<file path="src/rtl/rns_pkg.sv">
// Shared types and constants for the RNS converter scheduler.
//   INT_W / RNS_W : integer and RNS operand widths
//   rns_op_e      : request operation (int->RNS or RNS->int)
//   state_e       : scheduler FSM states
//   id_w()        : width of a requester index, never less than 1 bit
package rns_pkg;

  localparam int INT_W = 64;
  localparam int RNS_W = 65;

  typedef enum logic {
    OP_TO_RNS = 1'b0,
    OP_TO_INT = 1'b1
  } rns_op_e;

  typedef enum logic [1:0] {
    IDLE,
    WAIT,
    RESP
  } state_e;

  function automatic int id_w(input int n);
    return (n > 1) ? $clog2(n) : 1;
  endfunction

endpackage

</file>
<file path="src/rtl/rr_arbiter.sv">
// Combinational round-robin arbiter.
// Searches i_req starting one past i_ptr (wrapping modulo N) and grants the
// first set bit. The pointer register lives in the caller.
//   i_req   : request vector
//   i_ptr   : index of the last served requester
//   o_grant : one-hot grant (zero when nothing requests)
//   o_idx   : encoded index of the grant
//   o_any   : at least one request present
module rr_arbiter
  import rns_pkg::*;
#(
  parameter int  N  = 4,
  localparam int IW = id_w(N)
) (
  input  logic [N-1:0]  i_req,
  input  logic [IW-1:0] i_ptr,
  output logic [N-1:0]  o_grant,
  output logic [IW-1:0] o_idx,
  output logic          o_any
);

  // Two copies side by side, shifted so bit 0 is the requester right after
  // i_ptr; a plain LSB-first scan then yields the round-robin winner.
  logic [2*N-1:0] w_rot;

  always_comb begin
    w_rot   = {i_req, i_req} >> (int'(i_ptr) + 1);
    o_grant = '0;
    o_idx   = '0;
    o_any   = 1'b0;
    for (int k = 0; k < N; k++) begin
      if (!o_any && w_rot[k]) begin
        o_any = 1'b1;
        o_idx = IW'((int'(i_ptr) + 1 + k) % N);
      end
    end
    if (o_any) o_grant = N'(1) << o_idx;
  end

endmodule

</file>
<file path="src/rtl/rns_conv_scheduler.sv">
// Time-shares one int->RNS / RNS->int converter pair between NREQ requesters.
// A round-robin grant latches one operand, holds it on the converter inputs for
// CONV_LAT cycles, captures the selected result and presents it on a
// valid/ready response channel together with the requester index.
//   i_clk, i_reset          : clock, synchronous active-high reset
//   i_req_valid/o_req_ready : per-requester handshake (ready is one-hot or 0)
//   i_req_op, i_req_data    : per-requester op and flattened 65-bit operands
//   o_rsp_*, i_rsp_ready    : response channel (id, op, 65-bit data)
//   o_busy                  : high whenever the FSM is not idle
//   o_c2r_in / i_c2r_out    : int->RNS converter port
//   o_r2c_in / i_r2c_out    : RNS->int converter port
module rns_conv_scheduler
  import rns_pkg::*;
#(
  parameter int  NREQ     = 4,
  parameter int  CONV_LAT = 2,
  localparam int IDW      = id_w(NREQ)
) (
  input  logic                  i_clk,
  input  logic                  i_reset,
  input  logic [NREQ-1:0]       i_req_valid,
  output logic [NREQ-1:0]       o_req_ready,
  input  logic [NREQ-1:0]       i_req_op,
  input  logic [NREQ*RNS_W-1:0] i_req_data,
  output logic                  o_rsp_valid,
  input  logic                  i_rsp_ready,
  output logic [IDW-1:0]        o_rsp_id,
  output logic                  o_rsp_op,
  output logic [RNS_W-1:0]      o_rsp_data,
  output logic                  o_busy,
  output logic [INT_W-1:0]      o_c2r_in,
  input  logic [RNS_W-1:0]      i_c2r_out,
  output logic [RNS_W-1:0]      o_r2c_in,
  input  logic [INT_W-1:0]      i_r2c_out
);

  // Counter only has to hold CONV_LAT-1.
  localparam int CNT_W = (CONV_LAT > 1) ? $clog2(CONV_LAT) : 1;

  state_e           r_state, w_state_d;
  logic [IDW-1:0]   r_ptr, r_id_q, r_rsp_id, w_gidx;
  logic [CNT_W-1:0] r_cnt;
  rns_op_e          r_op_q;
  logic             r_rsp_op;
  logic [RNS_W-1:0] r_data_q, r_rsp_data, w_sel_data, w_result;
  logic [NREQ-1:0]  w_grant, w_req_ready;
  logic             w_any, w_sel_op, w_accept, w_capture;

  rr_arbiter #(.N(NREQ)) u_arb (
    .i_req   (i_req_valid),
    .i_ptr   (r_ptr),
    .o_grant (w_grant),
    .o_idx   (w_gidx),
    .o_any   (w_any)
  );

  // Operand mux driven by the one-hot grant.
  always_comb begin
    w_sel_data = '0;
    w_sel_op   = 1'b0;
    for (int i = 0; i < NREQ; i++) begin
      if (w_grant[i]) begin
        w_sel_data = i_req_data[i*RNS_W +: RNS_W];
        w_sel_op   = i_req_op[i];
      end
    end
  end

  assign w_result = (r_op_q == OP_TO_INT) ? {1'b0, i_r2c_out} : i_c2r_out;

  always_comb begin
    w_state_d   = r_state;
    w_req_ready = '0;
    w_accept    = 1'b0;
    w_capture   = 1'b0;
    case (r_state)
      IDLE: begin
        // A grant always coincides with a valid, so presenting ready is the
        // transfer itself.
        w_req_ready = w_grant;
        if (w_any) begin
          w_accept  = 1'b1;
          w_state_d = WAIT;
        end
      end
      WAIT: begin
        if (r_cnt == '0) begin
          w_capture = 1'b1;
          w_state_d = RESP;
        end
      end
      RESP: begin
        if (i_rsp_ready) w_state_d = IDLE;
      end
      default: w_state_d = IDLE;
    endcase
  end

  always_ff @(posedge i_clk) begin
    if (i_reset) begin
      r_state    <= IDLE;
      r_ptr      <= IDW'(NREQ - 1);
      r_cnt      <= '0;
      r_data_q   <= '0;
      r_op_q     <= OP_TO_RNS;
      r_id_q     <= '0;
      r_rsp_data <= '0;
      r_rsp_id   <= '0;
      r_rsp_op   <= 1'b0;
    end else begin
      r_state <= w_state_d;
      if (w_accept) begin
        r_op_q   <= rns_op_e'(w_sel_op);
        r_data_q <= w_sel_data;
        r_id_q   <= w_gidx;
        r_ptr    <= w_gidx;
        r_cnt    <= CNT_W'(CONV_LAT - 1);
      end else if (r_state == WAIT && r_cnt != '0) begin
        r_cnt <= r_cnt - 1'b1;
      end
      if (w_capture) begin
        r_rsp_data <= w_result;
        r_rsp_id   <= r_id_q;
        r_rsp_op   <= r_op_q;
      end
    end
  end

  assign o_req_ready = w_req_ready;
  assign o_rsp_valid = (r_state == RESP);
  assign o_rsp_id    = r_rsp_id;
  assign o_rsp_op    = r_rsp_op;
  assign o_rsp_data  = r_rsp_data;
  assign o_busy      = (r_state != IDLE);
  // Converter inputs come straight from the operand register so they stay
  // constant from WAIT entry until the response is taken.
  assign o_c2r_in    = r_data_q[INT_W-1:0];
  assign o_r2c_in    = r_data_q;

endmodule
</file>
<file path="config.mk">
export PLATFORM = sky130hd
export DESIGN_NAME = rns_conv_scheduler
export DESIGN_NICKNAME = d
export VERILOG_FILES = /design/src/rtl/rns_pkg.sv /design/src/rtl/rr_arbiter.sv /design/src/rtl/rns_conv_scheduler.sv
export SDC_FILE = /design/constraint.sdc
export NUM_CORES = 1
export LEC_CHECK = 0
export CORE_AREA = 8 8 229 231
export CTS_CLUSTER_SIZE = 30
export DETAILED_ROUTE_END_ITERATION = 6
export DIE_AREA = 0 0 237 239
export MAX_ROUTING_LAYER = met4
export PLACE_DENSITY = 0.54
export REMOVE_ABC_BUFFERS = 1
export SYNTH_ARGS = -nofsm -noshare
export SYNTH_HDL_FRONTEND = slang
export SYNTH_SLANG_ARGS = --single-unit
</file>
<file path="constraint.sdc">
create_clock -name i_clk -period 4.7 [get_ports i_clk]
set_input_delay 0.94 -clock i_clk [delete_from_list [all_inputs] [get_ports i_clk]]
set_output_delay 0.94 -clock i_clk [all_outputs]
set_load 0.05 [all_outputs]
</file>
==> results_dict.tcl, run 1 <==
set metrics [dict create \
    worst_path_max_delay_cell "clkdlybuf4s50_1" \
    relSlewSlack 0.424 \
    die_h_um 239 \
    drv_slew 0 \
    final_hold_viol_count 0 \
    fp-row-count 81 \
    place_area_sq_mm 0.0137 \
    synthFlopType "dfxtp_1" \
    cts_root_buffer "clkbuf_16" \
    yosys.cell_count.top_type "dfxtp_1" \
    tritoncts "built" \
    wl_mm 40.5 \
    max_freq_mhz 236 \
    ctsResizeCount 0 \
    htreeDepth 4 \
    final_nets 1767 \
    grt_pass1_vias 8995 \
    postCtsHoldBufs 0 \
    start_util 0.155 \
    clk_pin_slew_ns 0.06 \
    period_minus_slack_ns 4.24 \
    critPathRequiredTime_ns 3.76 \
    antenna_found_initial 1 \
    grt_pass1_wl_mm 58.0 \
    port_buffers 602 \
    place_congestion 0.893 \
    power.leakage_nw 4.99 \
    synthTopCellsByCount "dfxtp_1 (141), a211oi_1 (121), nor2_1 (80)" \
    drt-initial-drc-count 446 \
    fin_crit_sh 0.901 \
    path_class "in -> out" \
    syn_area_sq_mm 0.00754 \
    fp.dieW_um 237 \
    track_usage 0.139 \
    yosys_warnings 0 \
    status "finished clean" \
    worstHoldPathType "reg -> reg" \
    num_vias 8613 \
    grt_max_degree 134 \
    post-place-ws_ns 0.506 \
    yosys.area.top_type_share 0.374 \
    clockBufferDepth 2 \
    dieArea_sq_mm 0.0566 \
    cp_max_fo 7 \
    drive_above_1_share 0.0580 \
    p_per_area_mw_per_mm2 408 \
    cts_buffers 17 \
    cap_violations 0 \
    worst_pin_slew_ns 0.865 \
    syn_inst 877 \
    slowest_delay_ns 0.84 \
    antenna_left 0 \
    synth_area_leaders "dfxtp_1 (37%), a211oi_1 (12%), mux2i_1 (9.2%), o221ai_1 (7.7%), buf_4 (6.9%)" \
    start_kind "primary input" \
    drcViolationCount 0 \
    crit_top_cell "clkdlybuf4s50_1" \
    synthToLayoutAreaGrowth_pct 89.5 \
    core_area_sq_mm 0.0485 \
    setup_viol 0 \
    timing.final.ws_setup_ns 0.463 \
    cp_data_arrival_time_ns 3.30 \
    crit_path_end_kind "output port" \
    path_cells "clkdlybuf4s50_1 -> or2_1 -> a311o_2 -> nor3_1 -> clkdlybuf4s50_1" \
    yosysTopAreaCell "dfxtp_1" \
    synth_edf_count 0 \
    seq_area_frac_synth 0.374 \
    ys_ff_latch 141 \
    drt_first_pass_iters 4 \
    wl_per_cell_um 20.2 \
    hpwl_mm 31.7 \
    grt_overflow 0 \
    fin_worst_skew_ns 0.00920 \
    worstSkewPairLatency_ns 0.47 \
    cts.sinks 141 \
    grt_setup_unrepaired "false" \
    fin_tns_setup_ns 0 \
    pin_count 603 \
    yosysUniqueCellTypes 29 \
    synth-async-reset-ratio 0 \
    vias_per_cell 4.30 \
    ir_drop_uv 270 \
    cts_setup_buffers 0 \
    fin_area_sq_mm 0.0143 \
    syn_avg_cell_area_sq_um 8.60 \
    power_mw 5.83 \
]
worst max-delay path, delay by kind of cell:
kind,cells,cell delay [ns]
buffers and inverters,2,1.37
AOI/OAI and AO/OA,1,0.43
and+or+nand+nor,2,0.55
path summary, 6_finish.rpt:
| check | from | to | slack [ns] | depth (start not counted) |
|---|---|---|---|---|
| hold reg to reg | r_id_q[0]$_SDFFE_PP0P_ | r_id_q[0]$_SDFFE_PP0P_ | 0.47 | 2 |
| setup / recovery | i_req_valid[1] | o_req_ready[2] | 0.46 | 5 |
| setup reg to reg | r_state[0]$_SDFFE_PP0P_ | o_r2c_in[21]$_SDFFE_PP0P_ | 1.98 | 6 |
| hold / removal | r_id_q[0]$_SDFFE_PP0P_ | r_id_q[0]$_SDFFE_PP0P_ | 0.47 | 2 |
cell usage in the layout (no fill, tap or decap), types with 3 or more instances in the layout:
master and instances:
a211oi_1 121, a211oi_2 10, a21oi_1 6, and3_1 66, buf_12 3, buf_4 23, clkbuf_16 17, clkdlybuf4s50_1 598
dfxtp_1 140, inv_1 4, inv_6 4, inv_8 4, mux2i_1 69, nand2_1 69, nand2b_1 3, nor2_1 79
nor3_1 4, o21ai_0 19, o21ai_1 49, o221ai_1 66
through the flow:
stage / instances / hold WS [ns] / util
3_5_place_dp: 1970 / 0.453 / 0.282
6_report: 2004 / 0.466 / 0.294
2_1_floorplan: 723 / 0.430 / -
3_3_place_gp: 1970 / 0.450 / 0.282
5_1_grt: 2003 / 0.491 / 0.294
4_1_cts: 2002 / 0.463 / 0.294
power by group:
part           total (mW)  switching, mW  internal, mW
logic                2.86           1.77          1.09
registers            1.59          0.199          1.39
clock network        1.38          0.618         0.761
total                5.83           2.58          3.24
metal layers:
layer | wire length (um) | track usage | vias up
li1 | - | - | 4200
met1 | 16500 | 0.153 | 4059
met2 | 21100 | 0.241 | 316
met3 | 2010 | 0.0356 | 38
met4 | 880 | 0.0528 | 0
met5 | 0 | - | -
cell type report:
type	instances	area [sq um]
multi-input cells	578	3860
diodes	2	5.00
clock buffers	18	439
flip-flops and latches	141	2830
fillers	5117	34300
inverters	4	15.0
repair buffers	625	6220
clock inverters	14	146
well taps	622	778
state kept, by name (all words and copies together), names as in the netlist:
signal      flops
o_r2c_in       65
o_rsp_data     65
o_rsp_id        2
o_rsp_op        1
r_cnt           1
r_id_q          2
r_op_q          1
r_ptr           2
r_state         2
cells by family (layout without fill, tap and decap cells):
group / count (synthesis) / count (layout) / share of synthesized area
AND/OR/NAND/NOR: 230 / 230 / 0.141
AO/OA/AOI/OAI: 279 / 279 / 0.272
flip-flops: 141 / 141 / 0.374
other: 0 / 2 / 0
multiplexers: 69 / 69 / 0.0915
buffers and inverters: 158 / 661 / 0.121
No activity file was read; power rests on OpenSTA's default activity.
==> run 2: changes to the inputs <==
--- a/config.mk
+++ b/config.mk
@@ -5,13 +5,14 @@
 export SDC_FILE = /design/constraint.sdc
 export NUM_CORES = 1
 export LEC_CHECK = 0
-export CORE_AREA = 8 8 229 231
+export CORE_AREA = 8 8 228 230
 export CTS_CLUSTER_SIZE = 30
 export DETAILED_ROUTE_END_ITERATION = 6
-export DIE_AREA = 0 0 237 239
+export DIE_AREA = 0 0 236 238
 export MAX_ROUTING_LAYER = met4
 export PLACE_DENSITY = 0.54
 export REMOVE_ABC_BUFFERS = 1
+export SKIP_LAST_GASP = 1
 export SYNTH_ARGS = -nofsm -noshare
 export SYNTH_HDL_FRONTEND = slang
 export SYNTH_SLANG_ARGS = --single-unit
==> run 2 against run 1 <==
Core utilization hardly changed. Critical endpoint unchanged. Sequential share of layout area is 0.071 points higher. Final area is 0.36% lower. Largest power group unchanged. Clock skew is 0.0018 ns higher. Combinational power hardly changed. Critical path depth is 1 higher. First-iteration DRC count is 29% lower. Clock power is 3% higher. Via count is 0.65% higher. Register-to-register slack worse by 0.08 ns. Maximum frequency is 13% higher. Final cell count is 0.35% lower.
==> results_dict.tcl, run 2 (same netlist as run 1, synthesis figures left out) <==
set metrics [dict create \
    r2r-start "r_state[0]$_SDFFE_PP0P_" \
    period_minus_slack_ns 3.76 \
    final_nets 1761 \
    p_comb_frac 0.489 \
    grt_overflow 0 \
    critPathRequiredTime_ns 3.76 \
    cap_violations 0 \
    place_congestion 0.811 \
    r2r-end "o_r2c_in[33]$_SDFFE_PP0P_" \
    reg2reg_depth 6 \
    fin_crit_sh 0.799 \
    cp_data_arrival_time_ns 2.82 \
    grt_max_degree 112 \
    core_area_sq_mm 0.0483 \
    grt_setup_unrepaired "false" \
    htreeDepth 4 \
    cts.sinks 141 \
    slowest_delay_ns 0.55 \
    cp_max_fo 6 \
    endpoint "o_req_ready[2]" \
    clockBufferDepth 2 \
    fin_tns_setup_ns 0 \
    relSlewSlack 0.275 \
    vias_per_cell 4.34 \
    drive_above_1_share 0.0539 \
    num_vias 8669 \
    antenna_left 0 \
    p_per_area_mw_per_mm2 412 \
    nFillCells 5084 \
    cts_root_buffer "clkbuf_16" \
    pin_count 603 \
    setup.worst_path.start "i_req_valid[3]" \
    max_freq_mhz 266 \
    p_sw_frac 0.440 \
    start_util 0.156 \
    fp.dieW_um 236 \
    worstHoldPathType "reg -> reg" \
    netSwitchingPower_mw 2.58 \
    setup_viol 0 \
    worst_path_max_delay_cell "clkdlybuf4s50_1" \
    crit_path_end_kind "output port" \
    ctsResizeCount 0 \
    grt_pass1_wl_mm 59.8 \
    drcViolationCount 0 \
    reg2reg_slack_ns 1.90 \
    track_usage 0.145 \
    tritoncts "built" \
    drt-initial-drc-count 318 \
    die_h_um 238 \
    power.leakage_nw 4.97 \
    hpwl_mm 32.7 \
    post-place-ws_ns 0.822 \
    intPower_mw 3.28 \
    path_cells "clkdlybuf4s50_1 -> nand2b_1 -> o21ai_0 -> a211o_2 -> nor3_1 -> buf_12" \
    clkPwrFrac 0.242 \
    drt_first_pass_iters 4 \
    antenna_found_initial 4 \
    final_util 0.295 \
    port_buffers 602 \
    start_kind "primary input" \
    dieArea_sq_mm 0.0562 \
    fin_worst_skew_ns 0.0110 \
    grt_pass1_vias 8947 \
    drv_slew 0 \
    status "finished clean" \
    layout_commonest_cell "clkdlybuf4s50_1" \
    worstSkewPairLatency_ns 0.47 \
    postCtsHoldBufs 0 \
    cts_setup_buffers 0 \
    fp-row-count 81 \
    synthToLayoutAreaGrowth_pct 88.8 \
    worst_pin_slew_ns 1.09 \
    hold_depth 2 \
    wl_mm 41.9 \
    cts_buffers 17 \
    clk_pin_slew_ns 0.06 \
    final_cell_mix "clkdlybuf4s50_1 (597), dfxtp_1 (140), a211oi_1 (121), nor2_1 (79)" \
    final_hold_viol_count 0 \
    seqCellArea_sq_mm 0.00283 \
    ir_drop_uv 264 \
    wl_per_cell_um 21.0 \
    path_class "in -> out" \
    multi_input_area_sq_mm 0.00386 \
    pwr-share-seq 0.270 \
    timing.final.ws_setup_ns 0.945 \
]
## run 2: critical path: cells and delay by family
family | cells | cell delay (ns)
buffers and inverters | 2 | 0.74
AND/OR/NAND/NOR | 2 | 0.63
AO/OA/AOI/OAI | 2 | 0.50
## run 2: worst min path at each step
stage | from | end | slack (ns)
finish | o_r2c_in[64]$_SDFFE_PP0P_ | o_r2c_in[64]$_SDFFE_PP0P_ | 0.45
global route | o_r2c_in[48]$_SDFFE_PP0P_ | o_r2c_in[48]$_SDFFE_PP0P_ | 0.50
CTS | o_r2c_in[64]$_SDFFE_PP0P_ | o_r2c_in[64]$_SDFFE_PP0P_ | 0.46
detailed placement | o_r2c_in[64]$_SDFFE_PP0P_ | o_r2c_in[64]$_SDFFE_PP0P_ | 0.45
global placement | o_r2c_in[64]$_SDFFE_PP0P_ | o_r2c_in[64]$_SDFFE_PP0P_ | 0.44
floorplan | r_id_q[0]$_SDFFE_PP0P_ | r_id_q[0]$_SDFFE_PP0P_ | 0.43
## run 2: cell type report
| type | count | share of cell area |
|---|---|---|
| timing repair buffer | 619 | 0.433 |
| multi-input combinational | 578 | 0.271 |
| sequential | 141 | 0.198 |
| tap | 622 | 0.0546 |
| clock buffer | 18 | 0.0308 |
| clock inverter | 13 | 0.0109 |
| inverter | 4 | 0.00105 |
| antenna | 2 | 0.000351 |
## run 2: metrics by stage
stage	hold slack (ns)	instance area, sq um	std cells	power [mW]
after CTS	0.463	14200	1995	5.96
after global placement	0.439	13600	1964	4.48
final	0.454	14200	1997	5.86
after global routing	0.498	14200	1997	6.13
after detailed placement	0.454	13600	1964	4.49
after floorplan	0.430	6640	723	3.27
## run 2: routing by layer
layer	routed length [um]	global-route usage	vias to the layer above
met5	0	-	-
met4	888	0.0495	0
met3	2390	0.0385	44
met2	21700	0.252	335
met1	16900	0.160	4098
li1	-	-	4192
## run 2: power groups by stage
stage	registers (mW)	clock network (mW)	logic, mW
final	1.58	1.42	2.87
after global routing	1.61	1.52	3.00
after CTS	1.58	1.48	2.90
after detailed placement	1.61	0	2.89
after global placement	1.60	0	2.87
after floorplan	2.59	0	0.683
